File: src/rtl/spi_mem_pkg.sv
// spi_mem_pkg: opcodes, FSM encoding and status bit positions shared by the SPI memory responder
package spi_mem_pkg;
  localparam logic [7:0] OP_WRITE = 8'h02;
  localparam logic [7:0] OP_READ  = 8'h03;
  localparam logic [7:0] OP_WRDI  = 8'h04;
  localparam logic [7:0] OP_RDSR  = 8'h05;
  localparam logic [7:0] OP_WREN  = 8'h06;
  localparam int STAT_WIP = 0;
  localparam int STAT_WEL = 1;
  typedef enum logic [2:0] {
    ST_IDLE, ST_CMD, ST_ADDR_H, ST_ADDR_L, ST_WR_DATA, ST_RD_DATA, ST_STATUS, ST_IGNORE
  } state_t;
  function automatic logic [7:0] status_byte(input logic wel, input logic wip);
    logic [7:0] s;
    s = '0;
    s[STAT_WEL] = wel;
    s[STAT_WIP] = wip;
    return s;
  endfunction
endpackage

File: src/rtl/spi_sync_edge.sv
// spi_sync_edge: two-flop synchroniser with rise/fall detect for one asynchronous SPI pin
module spi_sync_edge
  import spi_mem_pkg::*;
#(
  parameter logic RST_VAL = 1'b0
) (
  input  logic ACLK,
  input  logic ARESETn,
  input  logic din,
  output logic dout,
  output logic rise,
  output logic fall
);
  logic [2:0] sr;
  // sr[1:0] synchronise, sr[2] holds the previous synchronised value for edge detect
  always_ff @(posedge ACLK or negedge ARESETn)
    if (!ARESETn) sr <= {3{RST_VAL}};
    else sr <= {sr[1:0], din};
  assign dout = sr[1];
  assign rise = sr[1] & ~sr[2];
  assign fall = ~sr[1] & sr[2];
endmodule

File: src/rtl/spi_mem_responder.sv
// spi_mem_responder: SPI mode-0 serial memory slave with WEL/WIP status and paged writes
module spi_mem_responder
  import spi_mem_pkg::*;
#(
  parameter int MEM_AW     = 5,
  parameter int PAGE_AW    = 4,
  parameter int TWC_CYCLES = 64
) (
  input  logic ACLK,
  input  logic ARESETn,
  input  logic SPI_SCK,
  input  logic SPI_CSn,
  input  logic SPI_MOSI,
  output logic SPI_MISO,
  output logic SPI_MISO_OE,
  output logic BUSY
);
  localparam int TW = $clog2(TWC_CYCLES + 1);
  localparam logic [15:0] PG_MASK = 16'((1 << PAGE_AW) - 1);
  logic sck_q, sck_rise, sck_fall, cs_q, cs_rise, cs_fall, mosi_q, mosi_rise, mosi_fall;
  logic unused;
  state_t state, state_nx;
  logic [2:0] bit_cnt;
  logic [7:0] sh_in, sh_out, byte_in, mem_rd;
  logic [15:0] addr, addr_l, addr_inc, addr_pg;
  logic is_wr, wel, wip, wrote, miso_r, oe_r, byte_done;
  logic [TW-1:0] twc;
  logic [7:0] mem [2**MEM_AW];
  spi_sync_edge #(.RST_VAL(1'b0)) u_sck (.ACLK(ACLK), .ARESETn(ARESETn), .din(SPI_SCK), .dout(sck_q), .rise(sck_rise), .fall(sck_fall));
  spi_sync_edge #(.RST_VAL(1'b1)) u_cs (.ACLK(ACLK), .ARESETn(ARESETn), .din(SPI_CSn), .dout(cs_q), .rise(cs_rise), .fall(cs_fall));
  spi_sync_edge #(.RST_VAL(1'b0)) u_mosi (.ACLK(ACLK), .ARESETn(ARESETn), .din(SPI_MOSI), .dout(mosi_q), .rise(mosi_rise), .fall(mosi_fall));
  assign unused = ^{sck_q, cs_q, mosi_rise, mosi_fall};
  assign byte_in = {sh_in[6:0], mosi_q};
  assign byte_done = sck_rise && &bit_cnt && state != ST_IDLE && !cs_rise;
  assign addr_l = {addr[15:8], byte_in};
  assign addr_inc = addr + 16'd1;
  assign addr_pg = (addr & ~PG_MASK) | (addr_inc & PG_MASK);
  assign mem_rd = mem[(state == ST_ADDR_L) ? addr_l[MEM_AW-1:0] : addr_inc[MEM_AW-1:0]];
  assign SPI_MISO = miso_r & oe_r;
  assign SPI_MISO_OE = oe_r;
  assign BUSY = wip;
  // state register
  always_ff @(posedge ACLK or negedge ARESETn)
    if (!ARESETn) state <= ST_IDLE;
    else state <= state_nx;
  // next state: CSn rise aborts everything, CSn fall starts a command, otherwise advance per byte
  always_comb begin
    state_nx = state;
    if (cs_rise) state_nx = ST_IDLE;
    else if (cs_fall) state_nx = ST_CMD;
    else if (byte_done)
      case (state)
        ST_CMD:    state_nx = (byte_in == OP_RDSR) ? ST_STATUS :
                              (!wip && (byte_in == OP_READ || byte_in == OP_WRITE)) ? ST_ADDR_H : ST_IGNORE;
        ST_ADDR_H: state_nx = ST_ADDR_L;
        ST_ADDR_L: state_nx = is_wr ? ST_WR_DATA : ST_RD_DATA;
        default:   state_nx = state;
      endcase
  end
  // shift registers, address, status flags and write-cycle timer
  always_ff @(posedge ACLK or negedge ARESETn)
    if (!ARESETn) begin
      bit_cnt <= '0;
      sh_in <= '0;
      sh_out <= '0;
      addr <= '0;
      is_wr <= 1'b0;
      wel <= 1'b0;
      wip <= 1'b0;
      wrote <= 1'b0;
      miso_r <= 1'b0;
      oe_r <= 1'b0;
      twc <= '0;
    end else begin
      if (wip) begin
        twc <= twc - TW'(1);
        if (twc == TW'(1)) wip <= 1'b0;
      end
      if (cs_fall) begin
        bit_cnt <= '0;
        wrote <= 1'b0;
      end else if (sck_rise && state != ST_IDLE) begin
        bit_cnt <= bit_cnt + 3'd1;
        sh_in <= byte_in;
      end
      if (cs_rise) begin
        miso_r <= 1'b0;
        oe_r <= 1'b0;
        if (state == ST_WR_DATA && wrote) begin
          wel <= 1'b0;
          wip <= 1'b1;
          twc <= TW'(TWC_CYCLES);
        end
      end else if (sck_fall && (state == ST_RD_DATA || state == ST_STATUS)) begin
        miso_r <= sh_out[7];
        sh_out <= {sh_out[6:0], 1'b0};
        oe_r <= 1'b1;
      end else if (byte_done)
        case (state)
          ST_CMD: begin
            if (!wip && byte_in == OP_WREN) wel <= 1'b1;
            if (!wip && byte_in == OP_WRDI) wel <= 1'b0;
            is_wr <= byte_in == OP_WRITE;
            sh_out <= status_byte(wel, wip);
          end
          ST_ADDR_H:  addr[15:8] <= byte_in;
          ST_ADDR_L: begin
            addr <= addr_l;
            sh_out <= mem_rd;
          end
          ST_RD_DATA: begin
            addr <= addr_inc;
            sh_out <= mem_rd;
          end
          ST_WR_DATA: begin
            addr <= addr_pg;
            if (wel) wrote <= 1'b1;
          end
          ST_STATUS:  sh_out <= status_byte(wel, wip);
          default:    ;
        endcase
    end
  // byte-wide memory write, left unreset so it maps onto RAM
  always_ff @(posedge ACLK)
    if (byte_done && state == ST_WR_DATA && wel) mem[addr[MEM_AW-1:0]] <= byte_in;
endmodule

File: config.mk
export PLATFORM = sky130hd
export DESIGN_NAME = spi_mem_responder
export DESIGN_NICKNAME = d
export VERILOG_FILES = /design/src/rtl/spi_mem_pkg.sv /design/src/rtl/spi_sync_edge.sv /design/src/rtl/spi_mem_responder.sv
export SDC_FILE = /design/constraint.sdc
export NUM_CORES = 1
export LEC_CHECK = 0
export ABC_AREA = 1
export CAP_MARGIN = 20
export CORE_MARGIN = 2
export CORE_UTILIZATION = 57
export DETAILED_ROUTE_END_ITERATION = 8
export PLACE_DENSITY = 0.79
export SLEW_MARGIN = 20
export SYNTH_ARGS = -nofsm -noshare
export SYNTH_HDL_FRONTEND = slang
export SYNTH_SLANG_ARGS = --single-unit
File: constraint.sdc
create_clock -name ACLK -period 2.4 [get_ports ACLK]
set_clock_uncertainty 0.15 [all_clocks]
set_input_delay 0.72 -clock ACLK [delete_from_list [all_inputs] [get_ports ACLK]]
set_output_delay 0.72 -clock ACLK [all_outputs]
set_load 0.01 [all_outputs]
# [Word-level counts from Yosys, hierarchy flattened]
# Memories as Yosys holds them, arrays and structs flattened.
# Index checks and enable logic that the tools add are counted.
[word_totals] ram_bits=256 input_bits=5 wordCells=125 ff_bits=58 mem_count=1
[memory_table] name="mem" words=32 word_bits=8 rd=1 rd_clocked_by_memory_dff=0 wr=1 line="spi_mem_responder.sv:28" text="logic [7:0] mem [2**MEM_AW];"
[classes] n_eq_ne=14 add_sub_neg=3 n_reduce_logical=37 n_bitwise=13 n_mux=41
[ops] operator="8-bit one-hot mux with 3 select lines" count=2
[ops] operator="8-bit by 3-bit equality test with 1-bit output (second input constant)" count=3
[ops] operator="1-bit two-way mux" count=24
[ops] operator="3-bit two-way mux" count=7
[ops] operator="7-bit two-way mux" count=3
[ops] operator="3-bit nonzero test" count=6
[ops] operator="16-bit by 1-bit adder with 16-bit output (second input constant)" count=1
[ops] operator="8-bit by 2-bit equality test with 1-bit output (second input constant)" count=2
[ops] operator="8-bit two-way mux" count=2
[ops] operator="16-bit by 4-bit bitwise OR with 16-bit output" count=1
[ops] operator="8-bit one-hot mux with 2 select lines" count=1
[ops] operator="4-bit AND reduction" count=3
[ops] operator="1-bit logical AND" count=11
[ops] operator="2-bit nonzero test" count=5
[ops] operator="3-bit equality test (second input constant)" count=3
[ops] operator="3-bit one-hot mux with 3 select lines" count=1
[ops] operator="7-bit by 1-bit equality test with 1-bit output (second input constant)" count=1
[ops] operator="1-bit inverter" count=7
[ops] operator="7-bit by 1-bit subtractor with 7-bit output (second input constant)" count=1
[ops] operator="3-bit by 2-bit equality test with 1-bit output (second input constant)" count=2
[ops] operator="3-bit AND reduction" count=2
[ops] operator="1-bit bitwise AND" count=5
[ops] operator="5-bit two-way mux" count=1
[ops] operator="5-bit AND reduction" count=1
[ops] operator="9 further kinds" count=13

# [Longest topological paths before layout]
# Gate-level depths: netlist (run 1).
[logic_depth] depth_word=9 ltp_mapped=16

# [Cells and area by module]
# Synthesis (run 1) repeated with hierarchy kept, for this count alone.
[hier_totals] cells_unflattened=1203 hier_area_um2=12961.2
[modules_own_cells] mod="spi_mem_responder" area_per_inst_um2=12687.2 instances=1 cells_each=1182
[modules_own_cells] mod="spi_sync_edge (u_mosi ...)" area_per_inst_um2=90.1 instances=2 cells_each=7
[modules_own_cells] mod="spi_sync_edge (u_cs)" area_per_inst_um2=93.8 instances=1 cells_each=7

# [Least setup slack after synthesis (run 1)]
# OpenSTA, ideal clock, no wires.
[synth_timing] path_type="reg2reg" from="register u_cs.sr[2]" to="memory mem[0][0] (enable)" t_required_ns=1.880 setup_slack_ns=-0.009 t_arrival_ns=1.888 path_stages_with_launch=8 period_less_slack_ns=2.409 setup_ns=0.370 path_buffers=0 path_cell_list="dfstp_2 > inv_1 > ha_1 > nor2_1 > inv_1 > nor3_1 > nand2_1 > nor2_1"
[synth_between] elab_chain_len=8
[synth_rtl] element="start, declared" line="spi_sync_edge.sv:14" text="logic [2:0] sr;"
[synth_rtl] element="start signal, assigned" line="spi_sync_edge.sv:17" text="if (!ARESETn) sr <= {3{RST_VAL}};"
[synth_rtl] element="start signal, assigned" line="spi_sync_edge.sv:18" text="else sr <= {sr[1:0], din};"
[synth_rtl] element="1-bit inverter" line="spi_sync_edge.sv:20" text="assign rise = sr[1] & ~sr[2];"
[synth_rtl] element="1-bit bitwise AND" line="spi_sync_edge.sv:20"
[synth_rtl] element="1-bit logical NOT" line="spi_mem_responder.sv:34" text="assign byte_done = sck_rise && &bit_cnt && state != ST_IDLE && !cs_rise;"
[synth_rtl] element="1-bit logical AND" line="spi_mem_responder.sv:34"
[synth_rtl] element="1-bit logical AND (2 in a row)" line="spi_mem_responder.sv:125" text="if (byte_done && state == ST_WR_DATA && wel) mem[addr[MEM_AW-1:0]] <= byte_in;"
[synth_rtl] element="1-bit two-way mux" line="spi_mem_responder.sv:125"
[synth_rtl] element="1-bit two-way mux (not written as such)" line="spi_mem_responder.sv:125"
[synth_rtl] element="end, declared" line="spi_mem_responder.sv:28"
# Every way passes these cells.

# [Final worst setup path (run 1)]
[layout_timing] from="register addr[1]" to="register sh_out[7]"
[layout_between] elab_chain_len=6
[layout_rtl] element="start, declared" line="spi_mem_responder.sv:25" text="logic [15:0] addr, addr_l, addr_inc, addr_pg;"
[layout_rtl] element="start signal, assigned" line="spi_mem_responder.sv:108" text="addr <= addr_l;"
[layout_rtl] element="start signal, assigned" line="spi_mem_responder.sv:112" text="addr <= addr_inc;"
[layout_rtl] element="start signal, assigned" line="spi_mem_responder.sv:116" text="addr <= addr_pg;"
[layout_rtl] element="16-bit by 1-bit adder with 16-bit output" line="spi_mem_responder.sv:36" text="assign addr_inc = addr + 16'd1;"
[layout_rtl] element="5-bit two-way mux" line="spi_mem_responder.sv:38" text="assign mem_rd = mem[(state == ST_ADDR_L) ? addr_l[MEM_AW-1:0] : addr_inc[MEM_AW-1:0]];"
[layout_rtl] element="memory read 32 x 8 bit"
[layout_rtl] element="8-bit one-hot mux with 2 select lines" line="spi_mem_responder.sv:99" text="case (state)"
[layout_rtl] element="8-bit two-way mux" line="spi_mem_responder.sv:98" text="end else if (byte_done)"
[layout_rtl] element="8-bit two-way mux" line="spi_mem_responder.sv:94" text="end else if (sck_fall && (state == ST_RD_DATA || state == ST_STATUS)) begin"
[layout_rtl] element="end signal, assigned" line="spi_mem_responder.sv:96" text="sh_out <= {sh_out[6:0], 1'b0};"
[layout_rtl] element="end signal, assigned" line="spi_mem_responder.sv:104" text="sh_out <= status_byte(wel, wip);"
[layout_rtl] element="end signal, assigned" line="spi_mem_responder.sv:109" text="sh_out <= mem_rd;"
[layout_rtl] element="end, declared" line="spi_mem_responder.sv:24" text="logic [7:0] sh_in, sh_out, byte_in, mem_rd;"
# Every way passes these cells. The select of a mux whose other input is x is not followed.
# A chain may end at the register's enable or synchronous reset.

==> metrics.yaml, run 1 <==
clocking:
  clk_transition_reported_paths_ns: 0.06
  ctsRootBufferMaster: "sky130_fd_sc_hd__clkbuf_16"
  tritoncts: "yes"
  htree_num_levels: 1
  cts_made_buffers: 29
  skew_pair_late_insertion_delay_ns: 0.55
  cts-root-to-sink-buffers: 3
  clock_sinks: 303
yosys:
  synth_top_cell_by_area: "sky130_fd_sc_hd__edfxtp_1"
  synth.avg_cell_area_um2: 10.9
  synthCells: 1197
  synthTopCellsByArea: "sky130_fd_sc_hd__edfxtp_1, sky130_fd_sc_hd__nand3_1, sky130_fd_sc_hd__nand2_1, sky130_fd_sc_hd__dfrtp_1, sky130_fd_sc_hd__inv_1"
  ys_seq_elements: 303
  mappedNetlistArea_um2: 13000
  synthDominantCellAreaShare_pct: 59.0
  synth.yosys.seq_area_share_pct: 68.0
  ys.warnings.count: 0
  netlist-cell-type-count: 39
  synth_nets: 1212
sta:
  report.final.slew_viol_count: 0
  finalHoldViolations: 0
  setup_total_negative_slack_ns: 0
  rsz0062_at_grt: "yes"
  max_freq_mhz: 423
  timing.hold.ws_ns: 0.200
  timing.final.crit_share_pct: 98.6
  worst_max_slew_margin_expressed_relative_to_the_limit_pct: 59.0
  setup_viol: 0
  worst_pin_slew_ns: 0.610
  layout_min_cycle_time_ns: 2.37
  postLayoutSetupSlackWorst_ns: 0.0335
worst_setup_path:
  timing.critical_path.mode_cell: "sky130_fd_sc_hd__nand3_1"
  ff2ff_setup_slack_ns: 0.03
  crit_path_end_kind: "register"
  cp_data_arrival_time_ns: 2.68
  required_ns: 2.72
  worst_setup_path_start_kind: "register"
  cp_slowest_stage_delay_ns: 0.39
  critical-path-slowest-cell: "sky130_fd_sc_hd__dfrtp_1"
  cp_max_fo: 19
  cp_cell_sequence: "inv_1, ha_4, inv_1, nand2_2, o21ai_4, buf_12, buf_12, nand3_1, nand3_1, nand3_1, nand3_1, nand2_2, nand2_1, a21oi_1"
  timing_worst_setup_path_type: "register to register"
final_layout:
  antenna_diodes: 0
  flow.area_growth_from_synthesis_pct: 15.5
  share_of_layout_cells_above_drive_strength_1_pct: 12.5
  postLayoutCoreUtil_pct: 66.7
  final_cell_mix: "sky130_fd_sc_hd__nand2_1, sky130_fd_sc_hd__edfxtp_1, sky130_fd_sc_hd__nand3_1"
  filler_cell_count: 1594
  footprint_of_the_multi_input_gates_um2: 3550
  layout_nets: 1289
  most_common_cell_after_layout_fill_and_taps_aside: "sky130_fd_sc_hd__nand2_1"
  area.sequential_um2: 8870
drt:
  wl_per_cell_um: 20.3
  routed_wl_um: 32100
  number_of_vias_per_cell: 5.92
  detailedRoute.firstIterationViolations: 1032
  dr_total_vias: 9350
  drt_pre_antenna_iters: 6
  remaining_drc_errors: 0
  antenna_left: 0
grt:
  antenna_found_initial: 0
  grt_first_pass_wirelength_um: 48600
  first_global_vias: 8959
  grt_usage_pct: 26.0
  grt_overflow: 0
  grt_max_degree: 62
power_and_ir_drop:
  ir_drop_uv: 608
  pwr_density_cell_nw_per_um2: 930
  p_leak_nw: 5.93
  share_clk_of_total_power_pct: 29.9
  net_sw_share_pct: 30.7
  sequentialPowerShare_pct: 46.4
  power_frac_comb_pct: 23.7
  p_int_mw: 9.70
  switching_power_mw: 4.30
place:
  portBuffers: 7
  gp_congestion: 0.949
  detailedPlacementHpwl_um: 19100
  preCtsSetupSlack_ns: 0.0750
outcome:
  run_status: "complete, no violations"
floorplan:
  row_count: 55
  start_util_pct: 57.7
  ios: 8
  die_height_um: 155
  dieArea_um2: 24100
  floorplan.die.width_um: 155
  fp.coreArea_um2: 22600
min_path:
  hold_class: "register to register"
flow_run:
  cap_viol_max_count: 0
==> routing by layer <==
metal	vias to the layer above	GRT usage (%)	routed length, um
met3	91	4.18	2910
li1	4262	-	-
met5	-	0	0
met2	521	43.1	15500
met4	0	7.47	1100
met1	4476	36.1	12600
==> state kept, by name, indices dropped and copies added, names as in the netlist, 2 cells and up <==
signal     flops
u_mosi.sr      2
state          3
twc            7
sh_in          7
u_sck.sr       3
bit_cnt        3
u_cs.sr        3
sh_out         8
addr           5
mem          256
==> final cells by class <==
| class | instances | area share (%) |
|---|---|---|
| clock buffers | 35 | 4.97 |
| repair buffers | 99 | 7.16 |
| well taps | 285 | 2.37 |
| multi-input cells | 750 | 23.6 |
| clock inverters | 17 | 0.690 |
| flip-flops and latches | 303 | 58.9 |
| inverters | 91 | 2.27 |
==> through the flow <==
stage                     power, mW  instance area (um^2)  std cells
final                          14.0                 15100       1580
after global routing           14.5                 15100       1580
after CTS                      13.7                 14700       1568
after detailed placement       9.60                 13900       1514
after global placement         9.51                 13900       1514
after floorplan                8.45                 13000       1197
==> power by group through the flow <==
stage                     combinational (mW)  sequential [mW]  clock (mW)
final                                   3.33             6.50        4.18
after global routing                    3.58             6.51        4.42
after detailed placement                3.01             6.59           0
after floorplan                         1.62             6.83           0
after global placement                  2.92             6.58           0
after CTS                               3.02             6.48        4.22
==> worst max-delay path, delay by kind of cell, from the launching register on <==
family / cells / cell delay (ns)
compound gates: 2 / 0.20
fa+ha+maj: 1 / 0.29
buf+inv: 4 / 0.47
flops: 1 / 0.39
simple gates: 7 / 0.76
==> Yosys cell counts, drive strengths merged <==
library cell  count
edfxtp          256
nand3           251
nor3              4
a32oi             1
buf              47
nor2             69
nand2           334
dfstp             3
clkinv            1
ha               10
o21ai            35
or2               2
xor2              3
inv              90
nand4             7
and3              1
xnor2             1
nor4              1
o41ai             1
a32o              1
o31ai             1
o221ai            1
a21oi            16
dfrtp            44
o211ai            7
clkbuf            6
nand3b            4
==> final timing paths <==
check	start	to	depth (start not counted)
min in group asynchronous	ARESETn	miso_r	3
hold / removal	u_cs.sr[0]	u_cs.sr[1]	0
setup / recovery	addr[1]	sh_out[7]	14
setup reg to reg	addr[1]	sh_out[7]	14
max in group asynchronous	ARESETn	u_cs.sr[0]	3
hold reg to reg	u_cs.sr[0]	u_cs.sr[1]	0
==> repair_timing <==
item                                    CTS  global route
resized for setup                         2            24
gates cloned                              0             6
endpoints found under the setup margin    2           246
pin swaps                                 0             4
hold buffers                              1             0
hold endpoints to repair                 14             0
buffers inserted                          1             6
==> kinds of logic after synthesis <==
family	synth area share (%)
AOI/OAI and AO/OA	2.96
adders and majority gates	0.960
and+or+nand+nor	22.5
DFF	68.0
xor gates and xnor gates	0.269
buffers and inverters	5.29
(Power assumes the default switching activity.)
==> run 2: changes to the inputs <==
==> constraint.sdc (replaced) <==
create_clock -name ACLK -period 2.4 [get_ports ACLK]
set_clock_uncertainty 0.15 [all_clocks]
set_input_delay 0.48 -clock ACLK [delete_from_list [all_inputs] [get_ports ACLK]]
set_output_delay 0.48 -clock ACLK [all_outputs]
set_load 0.01 [all_outputs]
==> run 2 against run 1 <==
Against the previous run:
- the run now ends with negative setup slack left
- clock power up 16%
- hold slack worse by 0.0076 ns
- final cell count rose by 0.89%
- maximum frequency is 2.9% lower
- cell area rose by 4.0%
- core utilization rose by 2.7 points
- critical path depth unchanged
- register-to-register slack got worse by 0.07 ns
- non-clock buffer count up 13
- critical path type unchanged
- largest cell class unchanged
==> metrics.yaml, run 2 (synthesis gave the netlist of run 1 again) <==
floorplan:
  row_count: 55  # unchanged
  fp.coreArea_um2: 22600  # unchanged
  start_util_pct: 57.7  # unchanged
  ios: 8  # unchanged
  dieArea_um2: 24100  # unchanged
  die_height_um: 155  # unchanged
  floorplan.die.width_um: 155  # unchanged
final_layout:
  most_common_cell_after_layout_fill_and_taps_aside: "sky130_fd_sc_hd__nand2_1"
  stdcell_count: 1594  # +0.89%
  final_cell_mix: "sky130_fd_sc_hd__nand2_1, sky130_fd_sc_hd__edfxtp_1, sky130_fd_sc_hd__nand3_1"
  largest_register_ffs: 256  # unchanged
  layout_nets: 1303  # +1.1%
  antenna_diodes: 0  # unchanged
  flow.area_growth_from_synthesis_pct: 20.2
  filler_cell_count: 1486  # -6.8%
  share_of_layout_cells_above_drive_strength_1_pct: 16.5  # +4.0 points
grt:
  grt_usage_pct: 26.5  # +0.56 points
  grt_max_degree: 57  # -8.1%
  grt_overflow: 0  # unchanged
  first_global_vias: 9026  # +0.75%
  grt_first_pass_wirelength_um: 49100  # +1.0%
  antenna_found_initial: 0  # unchanged
clocking:
  ctsRootBufferMaster: "sky130_fd_sc_hd__clkbuf_16"
  htree_num_levels: 1  # unchanged
  cts-root-to-sink-buffers: 3  # unchanged
  clock_sinks: 303  # unchanged
  clk_transition_reported_paths_ns: 0.06  # about the same
  tritoncts: "yes"
  cts_made_buffers: 29  # unchanged
  skew_pair_late_insertion_delay_ns: 0.56  # about the same
sta:
  setup_total_negative_slack_ns: -0.0556  # -0.0556 ns
  worst_pin_slew_ns: 0.599  # -0.0106 ns
  max_freq_mhz: 410  # -2.9%
  finalHoldViolations: 0  # unchanged
  layout_min_cycle_time_ns: 2.44  # +0.0710 ns
  postLayoutSetupSlackWorst_ns: -0.0375  # -0.0710 ns
  timing.final.crit_share_pct: 102  # +3.0 points
  report.final.slew_viol_count: 0  # unchanged
  setup_viol: 4  # +4
  worst_max_slew_margin_expressed_relative_to_the_limit_pct: 59.7  # +0.71 points
worst_setup_path:
  timing_worst_setup_path_type: "register to register"
  worst_setup_path_start_kind: "register"
  critical-path-slowest-cell: "sky130_fd_sc_hd__dfrtp_1"
  required_ns: 2.72  # about the same
  cp_slowest_stage_delay_ns: 0.41  # +0.02 ns
  crit_path_end_kind: "register"
  cp_cell_sequence: "buf_4, nor2_2, nand2_1, nand2_4, buf_12, clkbuf_16, nand2_1, nand2_1, nand2_1, nand3_1, nand3_1, nand3_1, nand3_1, a21oi_1"
  cp_max_fo: 20  # +1
  cp_data_arrival_time_ns: 2.75  # +0.07 ns
drt:
  remaining_drc_errors: 0  # unchanged
  drt_pre_antenna_iters: 7  # +1
  antenna_left: 0  # unchanged
  number_of_vias_per_cell: 6.13  # +3.6%
  dr_total_vias: 9776  # +4.6%
  routed_wl_um: 35700  # +11%
  wl_per_cell_um: 22.4  # +10%
  detailedRoute.firstIterationViolations: 1286  # +25%
power_and_ir_drop:
  pwr_density_cell_nw_per_um2: 959  # +3.1%
  post_layout_power_mw: 15.0  # +7.3%
  ir_drop_uv: 647  # +6.4%
  p_leak_nw: 6.15  # +3.7%
outcome:
  run_status: "complete, but fails checks"
  violations: "negative setup slack"
place:
  portBuffers: 7  # unchanged
  place_inst: 1511  # -0.20%
  gp_congestion: 0.927  # -2.3%
  detailedPlacementHpwl_um: 19400  # +1.7%
min_path:
  hold_class: "primary input to register"
flow_run:
  cap_viol_max_count: 0  # unchanged
## run 2: cell count changes in the layout (fill, tap and decap cells not counted), moves of 8 or more
cell,before,now
sky130_fd_sc_hd__buf_4,67,51
sky130_fd_sc_hd__buf_6,3,25
sky130_fd_sc_hd__clkinv_1,11,3
sky130_fd_sc_hd__nor2_1,62,41
sky130_fd_sc_hd__nor2_2,5,23
## run 2: per-layer routing
metal	GRT usage (%)	wire length, um
met5	0	0
met4	11.1	1790
met3	4.40	3930
met2	43.1	16900
met1	36.1	13100
## run 2: metrics by stage
step	util, %	hold WS, ns	setup WS [ns]	area, um^2
floorplan	-	0.0344	-0.00877	13000
finish	69.4	0.192	-0.0375	15700
CTS	65.8	0.178	0.00712	14900
global route	69.4	0.187	-0.114	15700
detailed placement	61.2	0.189	-0.0601	13800
global placement	61.2	0.184	-0.0959	13800
## run 2: critical path: cells and delay by family (launching register included)
kind	cells	cell delay, ns
and+or+nand+nor	10	1.09
AOI/OAI and AO/OA	1	0.18
DFF	1	0.41
buffers and inverters	3	0.51
## run 2: area by class of cell
| cell class | instances | area, um^2 | share of cell area (%) |
|---|---|---|---|
| Tap cell | 285 | 357 | 2.28 |
| Multi-Input combinational cell | 751 | 3710 | 23.7 |
| Sequential cell | 303 | 8870 | 56.6 |
| Clock inverter | 15 | 225 | 1.44 |
| Timing Repair Buffer | 112 | 1370 | 8.71 |
| Clock buffer | 37 | 786 | 5.02 |
| Inverter | 91 | 353 | 2.25 |
## run 2: report_power, final
part           internal [mW]  switching [mW]  leakage [nW]
logic                   1.16            2.49          2.71
clock network           2.94            1.92         0.496
registers               6.38           0.152          2.94
## run 2: path summary, 6_finish.rpt
check	endpoint	slack, ns	from	depth (start not counted)
max	sh_out[6]	-0.04	state[2]	14
min in group asynchronous	sh_out[3]	0.32	ARESETn	2
min reg2reg	u_mosi.sr[1]	0.20	u_mosi.sr[0]	0
max in group asynchronous	u_cs.sr[2]	1.10	ARESETn	3
max reg2reg	sh_out[6]	-0.04	state[2]	14
min	u_cs.sr[0]	0.19	SPI_CSn	1
## run 2: timing repair
item | 4_1_cts | 5_1_grt
hold endpoints to repair | 19 | 0
setup endpoints to repair | 181 | 265
pin swaps | 0 | 7
resized for setup | 4 | 86
gates cloned | 0 | 12
setup buffers | 0 | 18
hold buffers | 1 | 0
==> run 3: changes to the inputs <==
--- a/config.mk
+++ b/config.mk
@@ -11,6 +11,7 @@
 export CORE_UTILIZATION = 57
 export DETAILED_ROUTE_END_ITERATION = 8
 export PLACE_DENSITY = 0.79
+export SKIP_CTS_REPAIR_TIMING = 1
 export SLEW_MARGIN = 20
 export SYNTH_ARGS = -nofsm -noshare
 export SYNTH_HDL_FRONTEND = slang
==> run 3 against run 2 <==
Against the previous run:
- the flow still finishes with violations (negative setup slack)
- sequential share of layout area is 0.38 points higher
- via count is 1.1% lower
- critical path depth stayed put
- combinational power is 2% lower
- worst setup slack worse by 0.010 ns
- wire length is 2.8% lower
- maximum frequency is 0.41% lower
- sequential cell count stayed put
- largest cell class unchanged
- largest power group unchanged
==> metrics.yaml, run 3 (synthesis gave the netlist of run 1 again) <==
outcome:
  run_status: "complete, but fails checks"
  violations: "negative setup slack"
worst_setup_path:
  critical_path.n_buffers_inverters: 4  # +1
  crit_path_end_kind: "register"
  critical-path-slowest-cell: "sky130_fd_sc_hd__dfrtp_2"
  required_ns: 2.72  # about the same
  timing.critical_path.mode_cell: "sky130_fd_sc_hd__nand3_1"
  cp_slowest_stage_delay_ns: 0.43  # +0.02 ns
  worst_setup_path_start_kind: "register"
  timing_worst_setup_path_type: "register to register"
  cp_cell_sequence: "inv_1, buf_4, nand2_8, nand2_8, buf_12, clkbuf_16, nand2_1, nand3_1, nand3_1, nand3_1, nand3_1, nand2_1, nand2_1, a21oi_1"
  cp_data_arrival_time_ns: 2.77  # +0.02 ns
  critical-path-top-delay-family: "simple AND/OR/NAND/NOR gates"
  cp_max_fo: 28  # +40%
clocking:
  tritoncts: "yes"
  skew_pair_late_insertion_delay_ns: 0.55  # about the same
  cts_made_buffers: 29  # unchanged
  ctsRootBufferMaster: "sky130_fd_sc_hd__clkbuf_16"
  clk_transition_reported_paths_ns: 0.06  # about the same
  htree_num_levels: 1  # unchanged
  clock_sinks: 303  # unchanged
  cts-root-to-sink-buffers: 3  # unchanged
sta:
  max_freq_mhz: 409  # -0.41%
  worst_max_slew_margin_expressed_relative_to_the_limit_pct: 60.3  # +0.57 points
  setup_viol: 1  # -3
  layout_min_cycle_time_ns: 2.45  # +0.0101 ns
  rsz0062_at_grt: "yes"
  finalHoldViolations: 0  # unchanged
  worst_pin_slew_ns: 0.591  # -0.00844 ns
  postLayoutSetupSlackWorst_ns: -0.0476  # -0.0101 ns
  timing.final.crit_share_pct: 102  # +0.42 points
  report.final.slew_viol_count: 0  # unchanged
place:
  detailedPlacementHpwl_um: 19400  # unchanged
  place_inst: 1511  # unchanged
  gp_congestion: 0.927  # unchanged
  preCtsSetupSlack_ns: -0.0601  # unchanged
  portBuffers: 7  # unchanged
final_layout:
  footprint_of_the_multi_input_gates_um2: 3700  # -0.17%
  antenna_diodes: 0  # unchanged
  most_common_cell_after_layout_fill_and_taps_aside: "sky130_fd_sc_hd__nand2_1"
  final_cell_mix: "sky130_fd_sc_hd__nand2_1, sky130_fd_sc_hd__edfxtp_1, sky130_fd_sc_hd__nand3_1"
  largest_register_ffs: 256  # unchanged
  stdcell_count: 1587  # -0.44%
  area.sequential_um2: 8870  # about the same
  layout_nets: 1296  # -0.54%
  postLayoutCoreUtil_pct: 68.9  # -0.48 points
  share_of_layout_cells_above_drive_strength_1_pct: 16.0  # -0.53 points
  filler_cell_count: 1524  # +2.6%
  flow.area_growth_from_synthesis_pct: 19.4
drt:
  wl_per_cell_um: 21.9  # -2.3%
  antenna_left: 0  # unchanged
  remaining_drc_errors: 0  # unchanged
  detailedRoute.firstIterationViolations: 1139  # -11%
  dr_total_vias: 9666  # -1.1%
  drt_pre_antenna_iters: 5  # -2
  number_of_vias_per_cell: 6.09  # -0.69%
  routed_wl_um: 34800  # -2.8%
grt:
  grt_overflow: 0  # unchanged
  antenna_found_initial: 1  # +1
  grt_max_degree: 57  # unchanged
  first_global_vias: 9001  # -0.28%
  grt_usage_pct: 26.5  # -0.043 points
  grt_first_pass_wirelength_um: 49000  # -0.15%
floorplan:
  die_height_um: 155  # unchanged
  dieArea_um2: 24100  # unchanged
  fp.coreArea_um2: 22600  # unchanged
  row_count: 55  # unchanged
  ios: 8  # unchanged
  start_util_pct: 57.7  # unchanged
  floorplan.die.width_um: 155  # unchanged
min_path:
  hold_class: "primary input to register"
power_and_ir_drop:
  p_leak_nw: 6.10  # -0.92%
  pwr_density_cell_nw_per_um2: 960  # about the same
  ir_drop_uv: 643  # -0.61%
flow_run:
  cap_viol_max_count: 0  # unchanged
==> run 3: cell types whose count changed in the layout (fill, tap and decap cells not counted), moves of 2 or more <==
cell and change:
sky130_fd_sc_hd__nand3_1 -3, sky130_fd_sc_hd__nand3_2 +4, sky130_fd_sc_hd__buf_4 -4, sky130_fd_sc_hd__clkbuf_16 -2, sky130_fd_sc_hd__nor2_2 -2
==> run 3: final cells by class <==
class | count | area share (%)
Clock buffer | 37 | 5.05
Clock inverter | 15 | 1.45
Inverter | 91 | 2.27
Multi-Input combinational cell | 751 | 23.8
Sequential cell | 303 | 57.0
Tap cell | 285 | 2.29
Timing Repair Buffer | 105 | 8.13
==> run 3: path summary, 6_finish.rpt <==
path | start | to | slack [ns] | depth (start not counted)
setup / recovery | addr[0] | sh_out[7] | -0.05 | 14
hold / removal | SPI_CSn | u_cs.sr[0] | 0.19 | 1
setup reg to reg | addr[0] | sh_out[7] | -0.05 | 14
hold reg to reg | u_mosi.sr[0] | u_mosi.sr[1] | 0.20 | 0
max in group asynchronous | ARESETn | u_cs.sr[2] | 1.09 | 3
min in group asynchronous | ARESETn | sh_out[3] | 0.32 | 2
==> run 3: per-layer routing <==
metal  wire [um]  GRT usage [%]  vias to the layer above  part of all wire [%]
met2       16400           43.0                      612                    47
met3        3830           4.37                      153                    11
met5           0              0                        -                     0
met4        1720           11.1                        0                   4.9
met1       12800           36.1                     4620                    37
li1            -              -                     4281                     -
==> run 3: power by group <==
part           total (mW)  switching, mW  internal (mW)
sequential           6.53          0.153           6.37
clock                4.84           1.90           2.94
combinational        3.56           2.45           1.11
total                14.9           4.50           10.4
==> run 3: per-stage QoR <==
step           TNS [ns]  hold WS, ns  cell area [um^2]  power, mW
3_5_place_dp      -1.38        0.189             13800       9.58
3_3_place_gp      -2.48        0.184             13800       9.49
5_1_grt           -1.14        0.187             15600       15.4
4_1_cts           -4.66       -0.222             14800       14.4
6_report        -0.0476        0.195             15600       14.9
2_1_floorplan     -2.24       0.0344             13000       8.45
==> run 3: worst register-to-register path, stage by stage (launching register included) <==
cell and delay, ns:
sky130_fd_sc_hd__dfrtp_2 0.43, sky130_fd_sc_hd__inv_1 0.13, sky130_fd_sc_hd__buf_4 0.18, sky130_fd_sc_hd__nand2_8 0.09
sky130_fd_sc_hd__nand2_8 0.20, sky130_fd_sc_hd__buf_12 0.14, sky130_fd_sc_hd__clkbuf_16 0.21, sky130_fd_sc_hd__nand2_1 0.07
sky130_fd_sc_hd__nand3_1 0.10, sky130_fd_sc_hd__nand3_1 0.11, sky130_fd_sc_hd__nand3_1 0.11, sky130_fd_sc_hd__nand3_1 0.13
sky130_fd_sc_hd__nand2_1 0.11, sky130_fd_sc_hd__nand2_1 0.08, sky130_fd_sc_hd__a21oi_1 0.14
